`src/rtl/puf_host_link.sv`:
```
// puf_host_link: host bridge that serialises a PUF challenge to the SoC and
// deserialises normal or debug+normal response frames back to the host.
module puf_host_link #(
  parameter int REG_BIT_SIZE = 40,
  parameter int NORM_MOD     = 34,
  parameter int DEBUG_MOD    = 157,
  parameter int TIMEOUT      = 4096
) (
  input  logic                    clk,
  input  logic                    rst_n,
  input  logic                    i_chal_valid,
  input  logic [REG_BIT_SIZE-1:0] i_chal_data,
  input  logic                    i_dbg_mode,
  output logic                    o_chal_ready,
  output logic                    o_soc_start,
  output logic                    o_soc_op_mode,
  input  logic                    i_soc_rx_ready,
  output logic                    o_soc_rx_valid,
  output logic                    o_soc_rx_data,
  input  logic                    i_soc_tx_valid,
  input  logic                    i_soc_tx_data,
  output logic                    o_soc_tx_ready,
  output logic                    o_resp_valid,
  output logic [DEBUG_MOD-1:0]    o_resp_data,
  output logic                    o_resp_dbg,
  input  logic                    i_resp_ready,
  output logic                    o_err,
  output logic                    o_busy
);
  localparam int BW = $clog2(REG_BIT_SIZE);
  localparam int RW = $clog2(DEBUG_MOD + 1);
  localparam int GW = $clog2(TIMEOUT + 1);
  typedef enum logic [2:0] {IDLE, SEND, RECV, HOLD, PULSE} state_t;
  state_t state_q, state_d;
  logic [REG_BIT_SIZE-1:0] chal_q, chal_d;
  logic [DEBUG_MOD-1:0] resp_q, resp_d;
  logic [BW-1:0] bit_q, bit_d;
  logic [RW-1:0] rx_q, rx_d, exp_len;
  logic [GW-1:0] gap_q, gap_d;
  logic dbg_q, dbg_d, timeout;
  logic chal_ready_q, chal_ready_d, start_q, start_d, op_mode_q, op_mode_d;
  logic rx_valid_q, rx_valid_d, rx_data_q, rx_data_d, tx_ready_q, tx_ready_d;
  logic resp_valid_q, resp_valid_d, resp_dbg_q, resp_dbg_d, err_q, err_d;
  always_comb begin
    state_d = state_q;
    chal_d  = chal_q;
    resp_d  = resp_q;
    bit_d   = bit_q;
    rx_d    = rx_q;
    dbg_d   = dbg_q;
    exp_len = dbg_q ? RW'(DEBUG_MOD) : RW'(NORM_MOD);
    gap_d   = (state_q == RECV && !i_soc_tx_valid) ? gap_q + GW'(1) : '0;
    timeout = state_q == RECV && gap_d == GW'(TIMEOUT);
    case (state_q)
      IDLE: if (i_chal_valid) begin
        chal_d  = i_chal_data;
        dbg_d   = i_dbg_mode;
        bit_d   = '0;
        state_d = SEND;
      end
      SEND: if (i_soc_rx_ready) begin
        if (bit_q == BW'(REG_BIT_SIZE - 1)) begin
          bit_d   = '0;
          rx_d    = '0;
          resp_d  = '0;
          state_d = RECV;
        end else bit_d = bit_q + BW'(1);
      end
      RECV: if (timeout) begin
        // a stalled partial frame is dropped rather than presented
        resp_d  = '0;
        rx_d    = '0;
        state_d = IDLE;
      end else if (i_soc_tx_valid) begin
        resp_d[rx_q] = i_soc_tx_data;
        rx_d = rx_q + RW'(1);
        if (rx_q == exp_len - RW'(1)) begin
          rx_d    = '0;
          state_d = HOLD;
        end
      end
      HOLD: if (i_resp_ready) state_d = dbg_q ? PULSE : IDLE;
      PULSE: begin
        dbg_d   = 1'b0;
        resp_d  = '0;
        rx_d    = '0;
        state_d = RECV;
      end
      default: state_d = IDLE;
    endcase
    chal_ready_d = state_d == IDLE;
    start_d      = state_d != IDLE;
    op_mode_d    = state_d == PULSE;
    rx_valid_d   = state_d == SEND;
    rx_data_d    = state_d == SEND && chal_d[bit_d];
    tx_ready_d   = state_d == RECV;
    resp_valid_d = state_d == HOLD;
    resp_dbg_d   = state_d == HOLD && dbg_d;
    err_d        = timeout;
  end
  always_ff @(posedge clk or negedge rst_n) begin
    if (!rst_n) begin
      state_q      <= IDLE;
      chal_q       <= '0;
      resp_q       <= '0;
      bit_q        <= '0;
      rx_q         <= '0;
      gap_q        <= '0;
      dbg_q        <= 1'b0;
      chal_ready_q <= 1'b1;
      start_q      <= 1'b0;
      op_mode_q    <= 1'b0;
      rx_valid_q   <= 1'b0;
      rx_data_q    <= 1'b0;
      tx_ready_q   <= 1'b0;
      resp_valid_q <= 1'b0;
      resp_dbg_q   <= 1'b0;
      err_q        <= 1'b0;
    end else begin
      state_q      <= state_d;
      chal_q       <= chal_d;
      resp_q       <= resp_d;
      bit_q        <= bit_d;
      rx_q         <= rx_d;
      gap_q        <= gap_d;
      dbg_q        <= dbg_d;
      chal_ready_q <= chal_ready_d;
      start_q      <= start_d;
      op_mode_q    <= op_mode_d;
      rx_valid_q   <= rx_valid_d;
      rx_data_q    <= rx_data_d;
      tx_ready_q   <= tx_ready_d;
      resp_valid_q <= resp_valid_d;
      resp_dbg_q   <= resp_dbg_d;
      err_q        <= err_d;
    end
  end
  assign o_chal_ready   = chal_ready_q;
  assign o_soc_start    = start_q;
  assign o_soc_op_mode  = op_mode_q;
  assign o_soc_rx_valid = rx_valid_q;
  assign o_soc_rx_data  = rx_data_q;
  assign o_soc_tx_ready = tx_ready_q;
  assign o_resp_valid   = resp_valid_q;
  assign o_resp_data    = resp_q;
  assign o_resp_dbg     = resp_dbg_q;
  assign o_err          = err_q;
  assign o_busy         = start_q;
endmodule

```
`config.mk`:
```
export PLATFORM = sky130hd
export DESIGN_NAME = puf_host_link
export DESIGN_NICKNAME = d
export VERILOG_FILES = /design/src/rtl/puf_host_link.sv
export SDC_FILE = /design/constraint.sdc
export NUM_CORES = 1
export LEC_CHECK = 0
export CAP_MARGIN = 25
export CELL_PAD_IN_SITES_DETAIL_PLACEMENT = 0
export CELL_PAD_IN_SITES_GLOBAL_PLACEMENT = 2
export CORE_MARGIN = 2
export CORE_UTILIZATION = 36
export CTS_BUF_LIST = sky130_fd_sc_hd__clkbuf_16
export DETAILED_ROUTE_END_ITERATION = 8
export PLACE_DENSITY_LB_ADDON = 0.1
export RECOVER_POWER = 50
export SYNTH_ARGS = -nofsm -noshare
export SYNTH_HDL_FRONTEND = slang
export SYNTH_SLANG_ARGS = --single-unit
```
`constraint.sdc`:
```
create_clock -name clk -period 7.86 [get_ports clk]
set_input_delay 1.572 -clock clk [delete_from_list [all_inputs] [get_ports clk]]
set_output_delay 1.572 -clock clk [all_outputs]
set_load 0.005 [all_outputs]
```
==> metrics.md, run 1 <==
| Metric | Value |
|---|---|
| # clock sinks | 237 |
| Minimum clock period | about 5800 ps |
| Clk_skew | 15.9 ps |
| Slew Limit Fails | 167 |
| Most frequent cell after synthesis | dfrtp_1 |
| First-pass GRT wire length | 54.6 mm |
| Status | finished, violations left |
| Crit path required time | 8290 ps |
| Hold path start | chal_q[2]$_DFF_PN0_ |
| Min-Delay Path Depth | 1 |
| Multi-input combinational cell area | 5050 um2 |
| Setup bufs post-CTS | 0 |
| Largest net degree at the start of global routing | between 150 and 200 |
| Least-Margin Pin Slew | between 3000 and 4000 ps |
| Final hold vios | 0 |
| Worst R2R Start | state_q[1]$_DFF_PN0_ |
| Asr flop ratio synth | 1.00 |
| Vias | 9,082 |
| Setup-failing EPs final | 0 |
| Met1 Usage GRT | 0.299 |
| Die extent in x | between 150 and 200 um |
| Placed cell area | about 14,000 um2 |
| Critical path arrival | 6190 ps |
| Pre-CTS WS | 2910 ps |
| CTS tree | built |
| H-tree Lvls | 1 |
| Routed vias/inst | 5.50 |
| Met2 GRT Util | 0.322 |
| Buffers on Ports | approximately 210 |
| Yosys warns | 0 |
| R2R depth | 9 |
| Leak | 6.27 nW |
| Max Buffers Root-to-Sink | 3 |
| 1st-iter DRT viols | 613 |
| Core area | 31,600 um2 |
| CTS hold repair buffers | 0 |
| TNS Setup | 0 ps |
| FP Rows | 65 |
| Post-Syn Instances | 1,084 |
| RSZ-0062 raised after global routing | no |
| Syn Area/Cell | 10.7 um2 |
| Primary FF master, synth | dfrtp_1 |
| Fin worst setup slack | 2100 ps |
| Setup crit end kind | flop |
| Initial antenna violation count | 0 |
| Max-Cap Viols | 2 |
| Path type of the worst min-delay path | flop to flop |
| Crit Path Category | primary input to flop |
| DRT antenna net count | 0 |
| Final Core Density | 0.464 |
| Final nets | 1,281 |
| Reg-to-reg endpoint | o_soc_rx_data$_DFF_PN0_ |
| Peak VDD IR | 0.152 mV |
| Final period util | 0.733 |
| Per-cell routed wire length | ~21 um |
| Top cell type's share of synthesized area | 0.511 |
| Yosys top cell by area | dfrtp_1 |
| Clk Latency, worst-skew pair | 540 ps |
| Share of cells above drive strength 1 | 0.0704 |
| Worst Path Max Fanout | 24 |
| Pre-antenna DRT Iters | 5 |
| Startpoint class of the critical path | primary input |
| Final GP Congestion | a little over 0.8 |
| Failing checks | max-capacitance violations, max-slew violations |
| M3 GR Usage | 0.0427 |
| Total track usage | 0.206 |
| Gr busiest metal | met2 |
| Number of global-route vias before repair | around 9,000 |
| Hpwl dp | 21.5 mm |
| Commonest cells in the synthesized netlist | dfrtp_1, nand2_1, mux2i_1 |
| N_diodes | 0 |
| Post-route cell area | 14,600 um2 |
| Top cells by area, synth | dfrtp_1, mux2i_1, nand2_1, o311ai_0, o41ai_1 |
| TritonCTS buffer count | 29 |
| Post-synthesis register bit count | 237 |
| Syn_nets | 1,138 |
| Hold path endpoint | chal_q[2]$_DFF_PN0_ |
| CTS root buf | clkbuf_16 |
| Fillers | 3,004 |
| Fmax achieved | 0.174 GHz |
| Register Area | 5930 um2 |
| R2R Setup Slk | 2880 ps |
| PD cells | 227 nW/um2 |
| Initial Utilization | 0.366 |
| Synth cell types | 65 |
| Total gr overflow | 0 |
| Resized Gates After CTS | 0 |
| DRT Wirelength | 35.0 mm |
| CTS clock-pin slew for the worst setup and hold paths | 60 ps |
| Worst relative slew slack | -1.56 |
| Die outline height | 183 um |
| Die ar. | around 34,000 um2 |
| Drc violations | 0 |
| Boundary Pins | 215 |
| Post-synth EDFFs | 0 |
| Area growth syn-to-layout | 26.8% |
| Total Power | 3.32 mW |
| Synth Cell Area | 11,500 um2 |
| Seq/Total Area, Yosys | 0.514 |
kinds of logic (layout without fill, tap and decap cells):
logic type	Yosys count	after routing	share of synthesized area
xor+xnor	14	14	0.0106
mux	154	154	0.140
compound gates	180	180	0.125
buf+inv	124	290	0.0497
fa+ha+maj	6	6	0.00650
flops	237	237	0.514
simple gates	369	369	0.155
critical path: stages:
cell,delay (ps)
dlygate4sd3_1,590
nor3b_1,2060
buf_4,580
mux2i_1,150
and2_1,150
o31ai_1,240
a2111oi_0,140
o31a_1,340
a2111oi_2,340
layout make-up:
| type | instances | share of cell area |
|---|---|---|
| clock buffers | 29 | 0.0496 |
| well taps | 402 | 0.0344 |
| clock inverters | 25 | 0.00923 |
| flip-flops and latches | 237 | 0.405 |
| multi-input cells | 723 | 0.345 |
| repair buffers | 224 | 0.154 |
| inverters | 12 | 0.00308 |
stage by stage:
stage / instances / hold WS [ps]
global placement: 1596 / 471
floorplan: 1084 / 454
finish: 1652 / 480
CTS: 1651 / 494
detailed placement: 1597 / 481
global route: 1652 / 503
state kept, by name (all words and copies together) (netlist names):
signal,count
chal_q,40
gap_q,13
state_q,3
o_chal_ready,1
rx_q,8
dbg_q,1
o_soc_rx_data,1
o_busy,1
o_soc_rx_valid,1
o_err,1
bit_q,6
o_soc_op_mode,1
o_resp_dbg,1
o_resp_data,157
o_resp_valid,1
o_soc_tx_ready,1
power by group:
part           internal, mW  total, mW  switching, mW  leakage [nW]
sequential             1.36       1.43         0.0668          3.19
clock                 0.697       1.22          0.518         0.466
combinational         0.294      0.683          0.388          2.61
how the worst max path moves through the flow:
stage                               to  cells past startpoint      startpoint  slack, ps
2_1_floorplan  o_soc_rx_data$_DFF_PN0_                      7    i_chal_valid       4360
3_3_place_gp   o_soc_rx_data$_DFF_PN0_                      9  i_soc_rx_ready       2850
3_5_place_dp   o_soc_rx_data$_DFF_PN0_                      9  i_soc_rx_ready       2910
4_1_cts        o_soc_rx_data$_DFF_PN0_                      9  i_soc_rx_ready       3450
5_1_grt        o_soc_rx_data$_DFF_PN0_                      9    i_chal_valid       1590
6_report       o_soc_rx_data$_DFF_PN0_                      9    i_chal_valid       2100
routing by layer:
layer / share of wire / vias up
met3: 0.059 / 25
met5: 0 / -
met2: 0.46 / 243
li1: - / 4294
met4: 0.013 / 0
met1: 0.47 / 4520
layout by cell type (no fill, tap or decap), types with 29 or more instances in the layout:
cell type,count
o41ai_1,59
nor3_1,61
dlygate4sd3_1,50
mux2i_1,112
nand2_1,141
dfrtp_1,236
clkdlybuf4s50_1,163
clkbuf_16,29
o311ai_0,59
nor2_1,36
nand3_1,49
Power figures use the tool's default switching activity.
==> inputs of run 2 (changes only) <==
--- a/config.mk
+++ b/config.mk
@@ -9,7 +9,7 @@
 export CELL_PAD_IN_SITES_DETAIL_PLACEMENT = 0
 export CELL_PAD_IN_SITES_GLOBAL_PLACEMENT = 2
 export CORE_MARGIN = 2
-export CORE_UTILIZATION = 36
+export CORE_UTILIZATION = 34
 export CTS_BUF_LIST = sky130_fd_sc_hd__clkbuf_16
 export DETAILED_ROUTE_END_ITERATION = 8
 export PLACE_DENSITY_LB_ADDON = 0.1
==> constraint.sdc (replaced) <==
create_clock -name clk -period 6 [get_ports clk]
set_input_delay 1.2 -clock clk [delete_from_list [all_inputs] [get_ports clk]]
set_output_delay 1.2 -clock clk [all_outputs]
set_load 0.005 [all_outputs]
==> run 2 against run 1 <==
The run still ends with max-capacitance violations, max-slew violations left. Cell count grew 2.9%. Via count shrank 0.14%. Register-to-register slack lost 780 ps. Count of clock-buffer cells in the layout is the same. Critical endpoint unchanged. Largest cell class unchanged. Largest power group unchanged. Highest routed layer unchanged.
==> metrics.md, run 2 (synthesis results as in run 1) <==
| Metric | Value |
|---|---|
| Total gr overflow | 0 (unchanged) |
| Leak | 6.31 nW (+0.63%) |
| Die ar. | 35,500 um2 (+5.8%) |
| Setup-failing EPs final | 0 (unchanged) |
| Commonest non-fill, non-tap cell in the layout | dfrtp_1 |
| Startpoint class of the critical path | primary input |
| Initial antenna violation count | 0 (unchanged) |
| CTS hold repair buffers | 0 (unchanged) |
| 1st-iter DRT viols | 458 (-25%) |
| Setup crit end kind | flop |
| CTS clock-pin slew for the worst setup and hold paths | 60 ps (about the same) |
| Least-Margin Pin Slew | 3700 ps (-140 ps) |
| Failing checks | max-capacitance violations, max-slew violations |
| Status | finished, violations left |
| Crit Path Category | primary input to flop |
| Final period util | 0.730 |
| Slew Limit Fails | 65 (-61%) |
| Setup bufs post-CTS | 0 (unchanged) |
| Per-cell routed wire length | 20.9 um (-1.5%) |
| FP Rows | 67 (+3.1%) |
| Largest net degree at the start of global routing | 127 (-27%) |
| DP Cell Count | 1,649 (+3.3%) |
| Fmax achieved | 0.228 GHz |
| PD cells | 299 nW/um2 (+32%) |
| Critical path arrival | 4790 ps (-1400 ps) |
| Drc violations | 0 (unchanged) |
| Final nets | 1,285 (+0.31%) |
| Final GP Congestion | 0.749 (-7.6%) |
| CTS root buf | clkbuf_16 |
| Area growth syn-to-layout | 27.8% |
| Path type of the worst min-delay path | flop to flop |
| Total Power | 4.42 mW (+33%) |
| Total track usage | 0.198 (-0.00841) |
| Pre-antenna DRT Iters | 4 (-1) |
| Final hold vios | 0 (unchanged) |
| Max Buffers Root-to-Sink | 3 (unchanged) |
| Minimum clock period | 4380 ps |
| Core area | 33,400 um2 (+6.0%) |
| Max reg flops | 157 (unchanged) |
| Number of global-route vias before repair | 9,394 (+4.3%) |
| CTS tree | built |
| Worst relative slew slack | -1.47 (+0.0932) |
| Max-Cap Viols | 1 (-1) |
| Peak VDD IR | 0.220 mV (+45%) |
| Share of cells above drive strength 1 | 0.0831 (+0.0127) |
| TNS Setup | 0 ps (unchanged) |
| # clock sinks | 237 (unchanged) |
| Non-Filler Instances | 1,700 (+2.9%) |
| TritonCTS buffer count | 28 (-3.4%) |
| Die extent in x | 188 um (+2.8%) |
| Crit path required time | 6410 ps (-1880 ps) |
| Clk Latency, worst-skew pair | 550 ps (about the same) |
| Hpwl dp | 22.4 mm (+4.0%) |
| Die outline height | 188 um (+2.8%) |
| N_diodes | 0 (unchanged) |
| DRT Wirelength | 35.5 mm (+1.4%) |
| H-tree Lvls | 1 (unchanged) |
| First-pass GRT wire length | 56.1 mm (+2.7%) |
| Initial Utilization | 0.345 (-0.0207) |
| Vias | 9,069 (-0.14%) |
| Routed vias/inst | 5.33 (-3.0%) |
| RSZ-0062 raised after global routing | no |
| Worst Path Max Fanout | 15 (-38%) |
| Clk_skew | 9.11 ps (-6.80 ps) |
| Buffers on Ports | 214 (unchanged) |
| Resized Gates After CTS | 0 (unchanged) |
| Boundary Pins | 215 (unchanged) |
| Most frequent cells in the layout | dfrtp_1, clkdlybuf4s50_1, nand2_1 |
| DRT antenna net count | 0 (unchanged) |
==> run 2: cell types whose count changed in the layout (fill, tap and decap cells not counted), moves of 3 or more <==
cell / change
dlygate4sd3_1: +10
buf_4: +4
clkdlybuf4s50_1: -10
mux2_2: +11
clkinv_2: +3
inv_1: -6
mux2_1: -11
==> run 2: area by class of cell <==
type	count	area, um2
clock buffers	29	726
clock inverters	22	144
fillers	3286	18700
inverters	12	45.0
multi-input cells	723	5050
flip-flops and latches	237	5930
well taps	448	561
repair buffers	229	2300
==> run 2: path summary, 6_finish.rpt <==
check / startpoint / end / slack, ps / cells after the start
max: i_soc_rx_ready / o_soc_rx_data$_DFF_PN0_ / 1620 / 10
min: chal_q[8]$_DFF_PN0_ / chal_q[8]$_DFF_PN0_ / 480 / 1
max reg2reg: state_q[2]$_DFF_PN0_ / o_soc_rx_data$_DFF_PN0_ / 2100 / 9
min reg2reg: chal_q[8]$_DFF_PN0_ / chal_q[8]$_DFF_PN0_ / 480 / 1
max in group asynchronous: rst_n / o_resp_data[90]$_DFFE_PN0P_ / 1730 / 2
min in group asynchronous: rst_n / chal_q[23]$_DFF_PN0_ / 1920 / 1
==> run 2: layer usage <==
| layer | vias to the layer above | wire, um | global-route usage | share of wire |
|---|---|---|---|---|
| met3 | 39 | 2220 | 0.0466 | 0.063 |
| met1 | 4504 | 16500 | 0.274 | 0.46 |
| met4 | 0 | 594 | 0.0415 | 0.017 |
| met2 | 211 | 16200 | 0.317 | 0.46 |
| met5 | - | 0 | 0 | 0 |
| li1 | 4315 | - | - | - |
==> run 2: power breakdown <==
part	internal, mW	switching [mW]	leakage, nW
Clock	0.950	0.687	0.452
Sequential	1.78	0.0856	3.19
Combinational	0.399	0.513	2.66
==> run 2: metrics by stage <==
step / utilization / hold WS [ps] / area [um2] / setup slack [ps]
6_report: 0.441 / 482 / 14800 / 1620
5_1_grt: 0.441 / 504 / 14800 / 970
4_1_cts: 0.442 / 488 / 14800 / 1970
3_5_place_dp: 0.416 / 473 / 13900 / 1450
3_3_place_gp: 0.416 / 469 / 13900 / 1500
2_1_floorplan: - / 454 / 11500 / 2870
==> run 2: critical path, stage by stage <==
cell	delay (ps)
dlygate4sd3_1	680
nand3_1	200
o221ai_1	230
and2_1	150
clkbuf_1	790
mux4_2	630
nor2b_1	150
a2111oi_0	470
o31a_1	220
a2111oi_2	70
